[src/rtl/wb_arbiter.sv]
// Writeback arbiter: round-robin merge of scalu/imul/lsq results
// into one registered writeback port toward the ROB.
module wb_arbiter (
  input  logic        clk,
  input  logic        rst,
  input  logic        scalu_valid,
  input  logic        scalu_error,
  input  logic [4:0]  scalu_ecause,
  input  logic [6:0]  scalu_robid,
  input  logic [5:0]  scalu_rd,
  input  logic [31:0] scalu_result,
  output logic        wb_scalu_stall,
  input  logic        imul_valid,
  input  logic        imul_error,
  input  logic [4:0]  imul_ecause,
  input  logic [6:0]  imul_robid,
  input  logic [5:0]  imul_rd,
  input  logic [31:0] imul_result,
  output logic        wb_imul_stall,
  input  logic        lsq_valid,
  input  logic        lsq_error,
  input  logic [4:0]  lsq_ecause,
  input  logic [6:0]  lsq_robid,
  input  logic [5:0]  lsq_rd,
  input  logic [31:0] lsq_result,
  output logic        wb_lsq_stall,
  output logic        wb_valid,
  output logic        wb_error,
  output logic [4:0]  wb_ecause,
  output logic [6:0]  wb_robid,
  output logic [5:0]  wb_rd,
  output logic [31:0] wb_result,
  input  logic        rob_wb_stall,
  input  logic        rob_flush
);

  typedef struct packed {
    logic        error;
    logic [4:0]  ecause;
    logic [6:0]  robid;
    logic [5:0]  rd;
    logic [31:0] result;
  } wb_pay_t;

  wb_pay_t    pay [3];
  wb_pay_t    sel;
  wb_pay_t    wb_q;
  logic [2:0] vld;
  logic [2:0] gnt;
  logic [1:0] last_grant;
  logic [1:0] start;
  logic [1:0] gnt_idx;
  logic       can_accept;
  logic       grant_en;
  logic       stall_en;

  assign pay[0] = {scalu_error, scalu_ecause,
                   scalu_robid, scalu_rd, scalu_result};
  assign pay[1] = {imul_error, imul_ecause,
                   imul_robid, imul_rd, imul_result};
  assign pay[2] = {lsq_error, lsq_ecause,
                   lsq_robid, lsq_rd, lsq_result};

  assign vld = {lsq_valid, imul_valid, scalu_valid};

  assign can_accept = ~wb_valid | ~rob_wb_stall;
  assign grant_en   = can_accept & ~rob_flush & ~rst;

  // flush clears stalls, but reset takes precedence over flush
  assign stall_en = ~(rob_flush & ~rst);

  assign start = (last_grant >= 2'd2) ? 2'd0
               : last_grant + 2'd1;

  always_comb begin
    gnt = '0;
    if (grant_en) begin
      case (start)
        2'd1: begin
          if      (vld[1]) gnt = 3'b010;
          else if (vld[2]) gnt = 3'b100;
          else if (vld[0]) gnt = 3'b001;
        end
        2'd2: begin
          if      (vld[2]) gnt = 3'b100;
          else if (vld[0]) gnt = 3'b001;
          else if (vld[1]) gnt = 3'b010;
        end
        default: begin
          if      (vld[0]) gnt = 3'b001;
          else if (vld[1]) gnt = 3'b010;
          else if (vld[2]) gnt = 3'b100;
        end
      endcase
    end
  end

  always_comb begin
    gnt_idx = last_grant;
    sel     = pay[0];
    unique case (1'b1)
      gnt[0]: begin gnt_idx = 2'd0; sel = pay[0]; end
      gnt[1]: begin gnt_idx = 2'd1; sel = pay[1]; end
      gnt[2]: begin gnt_idx = 2'd2; sel = pay[2]; end
      default: ;
    endcase
  end

  assign wb_scalu_stall = vld[0] & ~gnt[0] & stall_en;
  assign wb_imul_stall  = vld[1] & ~gnt[1] & stall_en;
  assign wb_lsq_stall   = vld[2] & ~gnt[2] & stall_en;

  always_ff @(posedge clk) begin
    if (rst) begin
      wb_valid   <= 1'b0;
      wb_q       <= '0;
      last_grant <= 2'd2;
    end else if (rob_flush) begin
      wb_valid <= 1'b0;
    end else if (can_accept) begin
      wb_valid <= |gnt;
      if (|gnt) begin
        wb_q       <= sel;
        last_grant <= gnt_idx;
      end
    end
  end

  assign wb_error  = wb_q.error;
  assign wb_ecause = wb_q.ecause;
  assign wb_robid  = wb_q.robid;
  assign wb_rd     = wb_q.rd;
  assign wb_result = wb_q.result;

endmodule

[config.mk]
export PLATFORM = sky130hd
export DESIGN_NAME = wb_arbiter
export DESIGN_NICKNAME = d
export VERILOG_FILES = /design/src/rtl/wb_arbiter.sv
export SDC_FILE = /design/constraint.sdc
export NUM_CORES = 1
export LEC_CHECK = 0
export CAP_MARGIN = 20
export CORE_ASPECT_RATIO = 0.7
export CORE_MARGIN = 4
export CORE_UTILIZATION = 33
export CTS_CLUSTER_SIZE = 12
export DETAILED_ROUTE_END_ITERATION = 10
export PLACE_DENSITY = 0.89
export SLEW_MARGIN = 20
export SYNTH_ARGS = -nofsm -noshare
export SYNTH_HDL_FRONTEND = slang
export SYNTH_SLANG_ARGS = --single-unit
[constraint.sdc]
create_clock -name clk -period 1.3 [get_ports clk]
set_input_delay 0.13 -clock clk [delete_from_list [all_inputs] [get_ports clk]]
set_output_delay 0.13 -clock clk [all_outputs]
set_load 0.01 [all_outputs]
==> summary.md <==
| Metric | Value |
|---|---|
| Slowest stage delay, CP | `0.33 ns` |
| CP Class | `reg -> reg` |
| CTS buffer count | `5` |
| Post-synth top area cell | `dfxtp_1` |
| Post-Layout Cell Count | `around 730` |
| Setup TNS | `-16.51 ns` |
| Worst Setup End Kind | `flip-flop` |
| Main synth FF type | `dfxtp_1` |
| Placed Area | `about 5600 sq um` |
| Cts hold-fix bufs | `0` |
| Clock Latency Late Sink | `a little under 0.3 ns` |
| Area share of the leading cell type in the synthesized netlist | `32.2%` |
| Initial antenna violation count | `1` |
| Die ar. | `roughly 12000 sq um` |
| Layout cells sized above 1 | `about a fifth` |
| Fin. max-slew vios | `0` |
| DRC | `0` |
| Final Worst Setup Slack | `-0.343 ns` |
| Status | `finished with violations` |
| Register area share after synthesis | `32.2%` |
| DRT antenna net count | `0` |
| Largest net degree at the start of global routing | `55` |
| Dpl cells | `a little over 700` |
| Async S/R FF share, synth | `0%` |
| Max Freq | `609 MHz` |
| Hold WC Path Type | `in -> reg` |
| WP data required | `1.51 ns` |
| Htree depth | `2` |
| Hold EP | `wb_valid$_SDFFE_PP0N_` |
| Clk sinks | `54` |
| Gr ovfl total | `0` |
| First-pass DRT Iterations | `5` |
| Worst flop-to-flop path startpoint | `wb_valid$_SDFFE_PP0N_` |
| Worst path cell trace | `a211oi_4, buf_4, buf_6, and2b_4, clkbuf_16, nand3_1, a31oi_1` |
| Worst vdd ir | `between 0.0004 and 0.0005 V` |
| Synth unique cells | `28` |
| RSZ-0062 raised after global routing | `yes` |
| PD cells | `about 760 nW/um^2` |
| Routability cong. | `just under 0.9` |
| Crit path time final | `1.64 ns` |
| I/O pin cnt | `~220` |
| Mapped cell area | `3350 sq um` |
| Clock skew | `0.00728 ns` |
| Design Area, Final | `6020 sq um` |
| Element type at the critical path start | `flip-flop` |
| CTS tree | `built` |
| Top-count cell post-synth | `nand2_1` |
| Drt via density | `approximately 5.6` |
| DR iter-0 viols | `between 200 and 250` |
| Core Region | `9800 sq um` |
| Final period util | `126%` |
| Slowest library cell on the worst path | `dfxtp_2` |
| Most frequent cells after synthesis | `nand2_1, dfxtp_1, and3_1, a31oi_1, nand3_1` |
| Mapped Cells | `~380` |
| Synth top area cells | `dfxtp_1, a22oi_2, and3_1, a31oi_1, nand3_1` |
| Vias in the first global route | `4140` |
| Detailed placer's ending HPWL | `roughly 9600 um` |
| WP data arrival | `1.85 ns` |
| Layout area overhead | `79.7%` |
| First-pass GRT wire length | `around 21000 um` |
| Reg2Reg Depth | `7` |
| Hold Crit Depth | `3` |
| Die Width | `~130 um` |
| Clock Root Buffer | `clkbuf_16` |
| Post-synth EDFFs | `0` |
| Total Wirelength | `14100 um` |
| Starting Density | `34.2%` |
| Max-cap violations | `0` |
| Port-buffer cells | `214` |
| GRT Total Usage | `between 20% and 30%` |
| Final hold vios | `0` |
| Violated checks | `setup timing` |
| Max-slew headroom | `59.4%` |
| Num rows | `30` |
| Via count | `between 4000 and 5000` |
| Clock-pin slew on the worst setup and hold paths | `~0.07 ns` |
| Final net count | `762` |
| Worst-margin pin slew | `a little over 0.6 ns` |
| CP max FO | `10` |
| Bufs on Longest Clock Path | `2` |
| Wire length per cell | `19.2 um` |
| Die Y | `slightly above 90 um` |
| Final setup fails | `between 50 and 60` |
| Seq cells post-synth | `54` |
| Syn nets | `approximately 540` |
| Synth warnings | `0` |
| R2R Path End | `wb_result[16]$_SDFFE_PP0P_` |
| R2r setup slk | `-0.34 ns` |
| Lkg Pwr | `0.00253 uW` |
| Syn avg cell area | `8.80 sq um` |
| Hold path startpoint | `rob_wb_stall` |
[per-layer routing]
layer,vias up,wire [um],track usage (%)
li1,1880,-,-
met1,1951,5740,26.9
met2,251,6670,35.3
met3,22,1480,6.22
met4,0,165,6.01
met5,-,0,0
[worst max-delay path, delay by kind of cell (launching register included)]
kind,cells,cell delay [ns]
buf+inv,3,0.46
flops,1,0.33
simple gates,2,0.32
compound gates,2,0.44
[layout make-up]
cell class	instances	area (sq um)
antenna	1	2.50
clock buffer	7	133
fill	790	3770
multi-input combinational	281	1970
sequential	54	1090
tap	128	160
timing repair buffer	260	2670
[worst max-delay path by stage]
stage	startpoint	endpoint	slack, ns	depth (start not counted)
global route	wb_valid$_SDFFE_PP0N_	wb_result[12]$_SDFFE_PP0P_	-0.42	7
finish	wb_valid$_SDFFE_PP0N_	wb_result[16]$_SDFFE_PP0P_	-0.34	7
global placement	lsq_valid	last_grant[0]$_SDFFE_PP0P_	-0.62	6
detailed placement	imul_valid	wb_result[16]$_SDFFE_PP0P_	-0.70	7
CTS	wb_valid$_SDFFE_PP0N_	wb_result[16]$_SDFFE_PP0P_	-0.32	6
floorplan	wb_valid$_SDFFE_PP0N_	wb_ecause[0]$_SDFFE_PP0P_	-0.11	6
[placed cells by master, fill, tap and decap left out, types with 2 or more instances in the layout]
cell / instances
clkdlybuf4s50_1: 155
nand2_1: 55
and3_1: 52
nand3_1: 51
a31oi_1: 51
dfxtp_1: 51
a22oi_2: 49
dlygate4sd2_1: 48
buf_4: 20
buf_6: 13
buf_12: 9
clkbuf_16: 8
dlymetal6s2s_1: 7
nor2_1: 3
buf_2: 3
and2b_4: 2
a22oi_1: 2
clkbuf_1: 2
dfxtp_4: 2
[report_power, final]
part	switching [uW]	internal, uW	total, uW	leakage, uW
logic	630	816	1450	0.00203
registers	54.9	1750	1810	0.000442
clock network	591	707	1300	0.0000640
total	1280	3270	4550	0.00253
[logic make-up after synthesis]
logic type	count (synthesis)	synth area share, %
buffers and inverters	46	10.8
AOI/OAI and AO/OA	113	31.0
and+or+nand+nor	168	25.9
DFF	54	32.2
[timing repair]
action                                  CTS  global route
setup buffers                             6             3
pin swaps                                 5             2
gates resized for setup                  72            24
endpoints found under the setup margin  101            63
cloned                                    1             4
[registers in the layout (all words and copies together), names as in the netlist]
register / cells
wb_error: 1
wb_robid: 7
wb_ecause: 5
last_grant: 2
wb_valid: 1
wb_result: 32
wb_rd: 6
[through the flow]
step	power (uW)	hold slack [ns]	utilization (%)	setup WS, ns
6_report	4550	0.274	61.5	-0.343
5_1_grt	4740	0.273	61.5	-0.424
4_1_cts	4540	0.265	59.7	-0.320
3_5_place_dp	3250	0.473	57.6	-0.696
3_3_place_gp	3220	0.465	57.6	-0.616
2_1_floorplan	2390	0.201	-	-0.110
No activity file was read; power rests on OpenSTA's default activity.
